<file path="src/rtl/uart_pkg.sv">
// uart_pkg: shared UART state encoding, 8N1 frame constants and baud divisor helper.
package uart_pkg;
   typedef enum logic [1:0] {IDLE, START, DATA, STOP} tx_state_t;
   localparam int DATA_BITS = 8;
   localparam int STOP_BITS = 1;
   function automatic int clks_per_bit(input int clk_hz, input int baud);
      return clk_hz / baud;
   endfunction
endpackage

</file>
<file path="src/rtl/sync_fifo.sv">
// sync_fifo: single-clock FIFO with wrap-bit pointers, full/empty flags and occupancy count.
module sync_fifo #(
   parameter int WIDTH = 8,
   parameter int DEPTH_LOG2 = 4
) (
   input  logic                  clk,
   input  logic                  rst,
   input  logic                  push,
   input  logic [WIDTH-1:0]      din,
   input  logic                  pop,
   output logic [WIDTH-1:0]      dout,
   output logic                  full,
   output logic                  empty,
   output logic [DEPTH_LOG2:0]   count
);
   logic [WIDTH-1:0] mem [2**DEPTH_LOG2];
   logic [DEPTH_LOG2:0] wr_ptr, rd_ptr;
   logic do_push, do_pop;
   assign empty = wr_ptr == rd_ptr;
   assign full = (wr_ptr[DEPTH_LOG2] != rd_ptr[DEPTH_LOG2]) && (wr_ptr[DEPTH_LOG2-1:0] == rd_ptr[DEPTH_LOG2-1:0]);
   assign count = wr_ptr - rd_ptr;
   assign dout = mem[rd_ptr[DEPTH_LOG2-1:0]];
   assign do_push = push && !full;
   assign do_pop = pop && !empty;
   always_ff @(posedge clk)
      if (do_push) mem[wr_ptr[DEPTH_LOG2-1:0]] <= din;
   always_ff @(posedge clk)
      if (rst) begin
         wr_ptr <= '0;
         rd_ptr <= '0;
      end else begin
         if (do_push) wr_ptr <= wr_ptr + 1'b1;
         if (do_pop) rd_ptr <= rd_ptr + 1'b1;
      end
endmodule

</file>
<file path="src/rtl/uart_tx_fifo.sv">
// uart_tx_fifo: FIFO-buffered 8N1 UART transmitter, LSB first, registered tx line.
module uart_tx_fifo
   import uart_pkg::*;
#(
   parameter int CLK_HZ = 12_000_000,
   parameter int UART_BAUD = 9600,
   parameter int DEPTH_LOG2 = 4
) (
   input  logic                ICE_CLK,
   input  logic                RST,
   input  logic                wr_valid,
   input  logic [7:0]          wr_byte,
   output logic                wr_ready,
   output logic                tx,
   output logic                busy,
   output logic [DEPTH_LOG2:0] count
);
   localparam int CPB = clks_per_bit(CLK_HZ, UART_BAUD);
   localparam int BW = $clog2(CPB);
   localparam logic [BW-1:0] LAST_CLK = BW'(CPB - 1);
   localparam logic [2:0] LAST_BIT = 3'(DATA_BITS - 1);
   tx_state_t state;
   logic [BW-1:0] baud;
   logic [2:0] bit_idx;
   logic [7:0] shifter, head;
   logic full, empty, pop, bit_end;
   assign bit_end = baud == LAST_CLK;
   // Popping from STOP's last cycle makes back-to-back frames gapless.
   assign pop = !empty && (state == IDLE || (state == STOP && bit_end));
   assign wr_ready = !full;
   assign busy = (state != IDLE) || !empty;
   sync_fifo #(.WIDTH(8), .DEPTH_LOG2(DEPTH_LOG2)) u_fifo (
      .clk(ICE_CLK),
      .rst(RST),
      .push(wr_valid),
      .din(wr_byte),
      .pop(pop),
      .dout(head),
      .full(full),
      .empty(empty),
      .count(count)
   );
   always_ff @(posedge ICE_CLK)
      if (RST) begin
         state <= IDLE;
         baud <= '0;
         bit_idx <= '0;
         shifter <= '0;
         tx <= 1'b1;
      end else if (pop) begin
         state <= START;
         shifter <= head;
         baud <= '0;
         tx <= 1'b0;
      end else if (state != IDLE) begin
         baud <= bit_end ? '0 : baud + 1'b1;
         case (state)
            START: if (bit_end) begin
               state <= DATA;
               bit_idx <= '0;
               tx <= shifter[0];
            end
            DATA: if (bit_end) begin
               shifter <= shifter >> 1;
               bit_idx <= bit_idx + 1'b1;
               state <= bit_idx == LAST_BIT ? STOP : DATA;
               tx <= bit_idx == LAST_BIT ? 1'b1 : shifter[1];
            end
            STOP: if (bit_end) begin
               state <= IDLE;
               tx <= 1'b1;
            end
            default: ;
         endcase
      end
endmodule

</file>
<file path="config.mk">
export PLATFORM = sky130hd
export DESIGN_NAME = uart_tx_fifo
export DESIGN_NICKNAME = d
export VERILOG_FILES = /design/src/rtl/uart_pkg.sv /design/src/rtl/sync_fifo.sv /design/src/rtl/uart_tx_fifo.sv
export SDC_FILE = /design/constraint.sdc
export NUM_CORES = 1
export LEC_CHECK = 0
export CORE_MARGIN = 3
export CORE_UTILIZATION = 45
export CTS_CLUSTER_DIAMETER = 80
export DETAILED_ROUTE_END_ITERATION = 10
export SLEW_MARGIN = 20
export SYNTH_ARGS = -nofsm -noshare
export SYNTH_HDL_FRONTEND = slang
export SYNTH_SLANG_ARGS = --single-unit
</file>
<file path="constraint.sdc">
create_clock -name ICE_CLK -period 2.7 [get_ports ICE_CLK]
set_input_delay 0.405 -clock ICE_CLK [delete_from_list [all_inputs] [get_ports ICE_CLK]]
set_output_delay 0.405 -clock ICE_CLK [all_outputs]
set_load 0.01 [all_outputs]
</file>
==> results_dict.tcl, run 1 <==
set metrics [dict create \
    layout-drive-gt1-share_pct 21.4 \
    grt_setup_unrepaired "no" \
    cts_buffers 17 \
    p_seq_share_pct 43.1 \
    endpoint_kind "output pin" \
    yosys_warnings 0 \
    detail_route.wirelength_mm 14.1 \
    drtAntennaViolNets 0 \
    grt.overflow.total 0 \
    slew_headroom_pct 58.7 \
    max_slew.worst_pin.slew_ns 0.618 \
    ys_top_cells_by_area "sky130_fd_sc_hd__edfxtp_1 54%, sky130_fd_sc_hd__dfxtp_1 11%, sky130_fd_sc_hd__mux4_2 8.0%, sky130_fd_sc_hd__mux2i_1 4.1%, sky130_fd_sc_hd__ha_1 3.2%" \
    dp.final_hpwl_mm 9.53 \
    worstHoldPathType "reg2reg" \
    synth.avg_cell_area_um2 15.8 \
    antenna_violations_before_repair 0 \
    min_period_ns 2.60 \
    cts_max_level 4 \
    routed_via_density 5.32 \
    drt_first_pass_iters 4 \
    cts_root_buf "sky130_fd_sc_hd__clkbuf_16" \
    global_route.usage.met1_pct 23.1 \
    yosys_most_used_dff "sky130_fd_sc_hd__edfxtp_1" \
    layout_setup_ws_ns 0.0990 \
    route.detailed.drc 0 \
    fin_setup_tns_ns 0 \
    syn_nets 478 \
    die_area_um2 17200 \
    synth_seq_area_share_pct 65.5 \
    clock-skew-final_ns 0.00961 \
    power_density_nw_per_um2 834 \
    routed-via-count 3831 \
    synth_enable_flop_cells 128 \
    fin_crit_sh_pct 96.3 \
    drt-initial-drc-count 321 \
    grtUsageMet2_pct 28.1 \
    p_int_uw 5090 \
    dpl_worst_slack_ns 0.214 \
    timing.critical_path.fanout_max 9 \
    die_width_um 131 \
    first_global_vias 3845 \
    worst_ir_drop_vdd_mv 0.622 \
    postSynth.asyncResetShare_pct 0 \
    p_comb_share_pct 20.2 \
    synthesized_instance_count 448 \
    clock_latency_ns 0.43 \
    most_used_routing_layer "met2" \
    switching_share_pct 26.3 \
    setup.worst_path.class "reg2out" \
    maximum_number_of_pins_on_one_net_before_global_route_repair 33 \
    fin_util_pct 54.2 \
    floorplan.rows 45 \
    max_freq_mhz 384 \
    gp_routability_congestion 0.790 \
    startpoint_type "flop" \
    clk_path_buf_depth 2 \
    tritoncts_num_sinks 167 \
    number_of_setup_violations_in_the_final_report 0 \
    required_ns 2.30 \
    die_y_extent_um 131 \
    area_growth_syn_to_fin_pct 17.2 \
    clock_power_share_pct 36.7 \
    synth_cell_type_count 56 \
    grt_pass1_wl_mm 22.3 \
    core_um2 15300 \
    ios 19 \
    initial_utilization_pct 46.3 \
    portBuffers 18 \
    total_power_uw 6900 \
    cp.arrival_ns 2.20 \
    layout.nets 526 \
    antenna_cells_inserted 0 \
    power_leakage_uw 0.00288 \
    routing_usage_on_met3_pct 4.67 \
    routedWlPerCell_um 19.6 \
    timing_max_transition_violations_final 0 \
    cts_hold_buf 0 \
    ys_ff_latch 167 \
    synth_area_leader_cell "sky130_fd_sc_hd__edfxtp_1" \
    max_cap_violations 0 \
    total_switching_power_uw 1810 \
    hold_viol 0 \
    netlist.area_leader.share_pct 54.4 \
    tritoncts "yes" \
    global_route.usage.total_pct 17.3 \
    run_status "finished, final reports clean" \
    clk_pin_slew_worst_paths_ns 0.07 \
    synth_most_common_cell "sky130_fd_sc_hd__edfxtp_1" \
    synth_commonest_cells "128 x sky130_fd_sc_hd__edfxtp_1, 39 x sky130_fd_sc_hd__dfxtp_1, 39 x sky130_fd_sc_hd__nor2_1" \
    synthesis.area_um2 7060 \
]
## sequential cells by signal, indices dropped and copies added (netlist names), named ones only
register / count
tx: 1
shifter: 8
baud: 11
u_fifo.rd_ptr: 5
state: 2
u_fifo.mem: 128
bit_idx: 3
u_fifo.wr_ptr: 5
## metrics by stage
step	hold slack [ns]	std cells	area (um^2)
2_1_floorplan	0.446	448	7060
3_3_place_gp	0.459	688	7620
3_5_place_dp	0.481	688	7620
4_1_cts	0.490	720	8250
5_1_grt	0.519	720	8280
6_report	0.484	720	8280
## metal layers
layer,vias to the layer above,part of all wire [%],wire length (um)
met3,13,5.3,745
met1,1917,43,6080
met5,-,0,0
met2,80,50,7110
li1,1821,-,-
met4,0,1.1,162
## power groups by stage
stage               Clock [uW]  Combinational [uW]  Sequential, uW
floorplan                    0                1040            3000
global placement             0                1410            3020
detailed placement           0                1420            3030
CTS                       2580                1420            2970
global route              2700                1540            2990
finish                    2530                1400            2970
## timing repair
action / in CTS / in global routing
gates resized for setup: 6 / 5
endpoints found under the setup margin: 4 / 4
setup buffers: 0 / 0
pin swaps: 0 / 0
## layout make-up
cell class | instances | area [um^2]
fill | 1216 | 6980
timing repair buffer | 50 | 435
clock buffer | 19 | 443
multi-input combinational | 243 | 2260
sequential | 167 | 4630
inverter | 17 | 63.8
clock inverter | 13 | 184
tap | 211 | 264
## path summary, 6_finish.rpt
kind	start	end	slack (ns)	depth (start not counted)
worst min-delay path	bit_idx[2]	bit_idx[2]	0.48	2
worst min register to register	bit_idx[2]	bit_idx[2]	0.48	2
worst max register to register	u_fifo.wr_ptr[3]	u_fifo.mem[0][7]	0.32	6
worst max-delay path	u_fifo.wr_ptr[3]	busy	0.1	4
## cell usage in the layout, fill, tap and decap left out, drive strengths merged, types with 2 or more instances in the layout
cell and count:
a21oi 10, and3 4, a221oi 15, or3 3
or3b 2, dlymetal6s2s 2, edfxtp 128, o31ai 2
dlygate4sd2 2, nor2 40, mux4 25, o22ai 8
o21ai 2, clkdlybuf4s50 14, and2 3, ha 18
clkbuf 19, or2 2, buf 32, nor3 6
nor2b 2, o21a 5, a21o 2, xor2 11
nand3 6, mux2i 29, inv 20, nand2b 4
nand4 5, clkinv 6, bufinv 3, dfxtp 39
nand2 11, and2b 2, xnor2 10, nand3b 3
## worst max-delay path, stage by stage, from the launching register on
cell                            delay (ns)
sky130_fd_sc_hd__dfxtp_1              0.40
sky130_fd_sc_hd__ha_1                 0.37
sky130_fd_sc_hd__and4_4               0.27
sky130_fd_sc_hd__or3b_1               0.42
sky130_fd_sc_hd__dlygate4sd2_1        0.31
## logic make-up (layout without fill, tap and decap cells)
family          Yosys count  after routing  share of synthesized area (%)
fa+ha+maj                19             19                           3.47
compound gates           51             51                           5.97
buf+inv                  38             99                           2.82
mux                      54             54                           12.1
flops                   167            167                           65.5
simple gates             98             98                           7.46
xor+xnor                 21             21                           2.71
Power figures use the tool's default switching activity.
==> run 2: changes to the inputs <==
- ABC_AREA: unset -> 1
==> results_dict.tcl, run 2 <==
set metrics [dict create \
    worstHoldPathType "reg2reg" \
    netlist.area_leader.share_pct 51.7 \
    clock-skew-final_ns 0.0150 \
    synth_top_family_by_area "simple AND/OR/NAND/NOR gates" \
    ys_top_cells_by_area "sky130_fd_sc_hd__edfxtp_1 52%, sky130_fd_sc_hd__dfxtp_1 10%, sky130_fd_sc_hd__nand2_1 9.6%, sky130_fd_sc_hd__nand3_1 5.0%, sky130_fd_sc_hd__nor2_1 4.1%" \
    tritoncts "yes" \
    max_slew.worst_pin.slew_ns 0.858 \
    timing_max_transition_violations_final 0 \
    postSynth.asyncResetShare_pct 0 \
    max_cap_violations 0 \
    required_ns 2.76 \
    largest_reg_flops 128 \
    post_synth_fa_ha_maj_area_fraction_pct 3.30 \
    maximum_number_of_pins_on_one_net_before_global_route_repair 66 \
    portBuffers 18 \
    drt-initial-drc-count 502 \
    core_um2 16100 \
    synth_simple_gate_area_share_pct 21.7 \
    number_of_setup_violations_in_the_final_report 0 \
    routedWlPerCell_um 16.9 \
    antenna_cells_inserted 0 \
    synthesized_instance_count 748 \
    clk_path_buf_depth 2 \
    dp.final_hpwl_mm 10.9 \
    synth_enable_flop_cells 128 \
    max_freq_mhz 389 \
    hold_viol 0 \
    worst_ir_drop_vdd_mv 0.766 \
    clock_latency_ns 0.43 \
    global_route.usage.total_pct 19.5 \
    floorplan.rows 46 \
    route.detailed.drc 0 \
    initial_utilization_pct 46.3 \
    syn_nets 778 \
    layoutNonFillerInstCount 994 \
    ios 19 \
    synth_most_common_cell "sky130_fd_sc_hd__nand2_1" \
    layout-drive-gt1-share_pct 9.00 \
    synthesis.area_um2 7440 \
    detail_route.wirelength_mm 16.8 \
    worst-r2r-setup-slack_ns 0.13 \
    crit_start "u_fifo.rd_ptr[2]" \
    endpoint_kind "flop" \
    yosys.area_share.xor_xnor_pct 1.18 \
    rr_worst_depth 9 \
    synth.avg_cell_area_um2 9.95 \
    first_global_vias 4987 \
    grt_pass1_wl_mm 26.7 \
    die_y_extent_um 135 \
    min_period_ns 2.57 \
    cts_setup_buffers 0 \
    synth.mux.area_fraction_pct 0 \
    synth_area_leader_cell "sky130_fd_sc_hd__edfxtp_1" \
    cts_hold_buf 0 \
    cp.arrival_ns 2.63 \
    layout.nets 795 \
    ys_ff_latch 167 \
    startpoint_type "flop" \
    synth_seq_area_share_pct 62.2 \
    gp_routability_congestion 0.872 \
    synth-compound-area-share_pct 6.32 \
    drt_first_pass_iters 5 \
    r2r_end "u_fifo.mem[0][0]" \
    crit-reg2reg-launch "u_fifo.rd_ptr[2]" \
    cts_max_level 4 \
    power_density_nw_per_um2 869 \
    area_growth_syn_to_fin_pct 12.8 \
    place.detailed.instances 962 \
    tritoncts_num_sinks 167 \
    setup.worst_path.end "u_fifo.mem[0][0]" \
    slew_headroom_pct 42.6 \
    antenna_violations_before_repair 0 \
    cts_root_buf "sky130_fd_sc_hd__clkbuf_16" \
    hold_slack_ns 0.479 \
    routed-via-count 5184 \
    cts_buffers 17 \
    run_status "finished, final reports clean" \
    synth_cell_type_count 37 \
    timing.critical_path.fanout_max 8 \
    grt.overflow.total 0 \
    power_leakage_uw 0.00310 \
    die_width_um 135 \
    fin_crit_sh_pct 95.3 \
    layout_setup_ws_ns 0.128 \
    synth_commonest_cells "190 x sky130_fd_sc_hd__nand2_1, 128 x sky130_fd_sc_hd__edfxtp_1, 81 x sky130_fd_sc_hd__nor2_1" \
    clk_pin_slew_worst_paths_ns 0.07 \
    routed_via_density 5.22 \
    most_common_cell_after_layout_fill_and_taps_aside "sky130_fd_sc_hd__nand2_1" \
    yosys_warnings 0 \
    yosys_most_used_dff "sky130_fd_sc_hd__edfxtp_1" \
    layout_common_cells "190 x sky130_fd_sc_hd__nand2_1, 128 x sky130_fd_sc_hd__edfxtp_1, 77 x sky130_fd_sc_hd__nor2_1, 75 x sky130_fd_sc_hd__nand3_1, 57 x sky130_fd_sc_hd__inv_1" \
    setup.worst_path.class "reg2reg" \
    dpl_worst_slack_ns 0.0962 \
    drtAntennaViolNets 0 \
    die_area_um2 18100 \
]
[run 2: changes by cell type in the layout (fill, tap and decap cells not counted), sizes merged, moves of 17 or more]
| cell | change |
|---|---|
| o21ai | +45 |
| nand2 | +184 |
| nor2 | +45 |
| buf | -21 |
| mux4 | -25 |
| a21oi | +17 |
| inv | +45 |
| mux2i | -29 |
| nand3 | +73 |
[run 2: cell type report]
class                   instances  area (um^2)
well taps                     216          270
multi-input cells             489         2420
repair buffers                 29          264
clock buffers                  18          429
fillers                      1436         7670
clock inverters                14          148
flip-flops and latches        167         4630
inverters                      61          229
[run 2: worst max-delay path, cell delays in order (launching register included)]
cell and delay [ns]:
sky130_fd_sc_hd__dfxtp_1 0.34, sky130_fd_sc_hd__inv_1 0.07, sky130_fd_sc_hd__ha_1 0.35, sky130_fd_sc_hd__nand2_1 0.13, sky130_fd_sc_hd__nor2_2 0.08, sky130_fd_sc_hd__nand2_1 0.10, sky130_fd_sc_hd__nand2_1 0.15, sky130_fd_sc_hd__inv_1 0.17
sky130_fd_sc_hd__nand2_1 0.22, sky130_fd_sc_hd__nor2_1 0.59
[run 2: report_power, final]
| part | internal [uW] | total (uW) | switching, uW |
|---|---|---|---|
| Sequential | 2890 | 2960 | 76.4 |
| Clock | 1370 | 2390 | 1020 |
| Combinational | 609 | 1950 | 1340 |
[run 2: worst min-delay path by stage]
stage | slack (ns) | to | depth (start not counted) | startpoint
4_1_cts | 0.48 | bit_idx[2] | 2 | bit_idx[2]
5_1_grt | 0.50 | bit_idx[2] | 2 | bit_idx[2]
3_3_place_gp | 0.45 | bit_idx[2] | 2 | bit_idx[2]
2_1_floorplan | 0.44 | bit_idx[2] | 2 | bit_idx[2]
6_report | 0.48 | bit_idx[2] | 2 | bit_idx[2]
3_5_place_dp | 0.47 | bit_idx[2] | 2 | bit_idx[2]
[run 2: metrics by stage]
step | setup TNS [ns] | cell area (um^2) | util, % | total power (uW)
final | 0 | 8390 | 52.3 | 7300
after global routing | -0.0185 | 8390 | 52.3 | 7690
after floorplan | 0 | 7440 | - | 4360
after CTS | 0 | 8380 | 52.2 | 7340
after global placement | 0 | 7800 | 48.6 | 4930
after detailed placement | 0 | 7800 | 48.6 | 4950
[run 2: logic make-up after synthesis]
family	after synthesis
AND/OR/NAND/NOR	376
flip-flops	167
buffers and inverters	92
AO/OA/AOI/OAI	84
adder cells (fa/ha/maj)	19
XOR/XNOR	10
[run 2: per-layer routing]
| layer | GRT usage (%) | vias up | wire length (um) |
|---|---|---|---|
| met5 | 0 | - | 0 |
| li1 | - | 2544 | - |
| met1 | 26.6 | 2464 | 7570 |
| met2 | 30.4 | 150 | 8030 |
| met3 | 4.10 | 26 | 851 |
| met4 | 8.26 | 0 | 357 |
[run 2: timing repair]
action                     4_1_cts  5_1_grt
setup endpoints to repair        1       71
gates cloned                     0        0
gates resized for setup          2        7
==> run 3: changes to the inputs <==
- CAP_MARGIN: unset -> 20
- GPL_ROUTABILITY_DRIVEN: unset -> 0
==> results of run 3 <==
Final layout, timing and power as in run 2 (identical DEF).
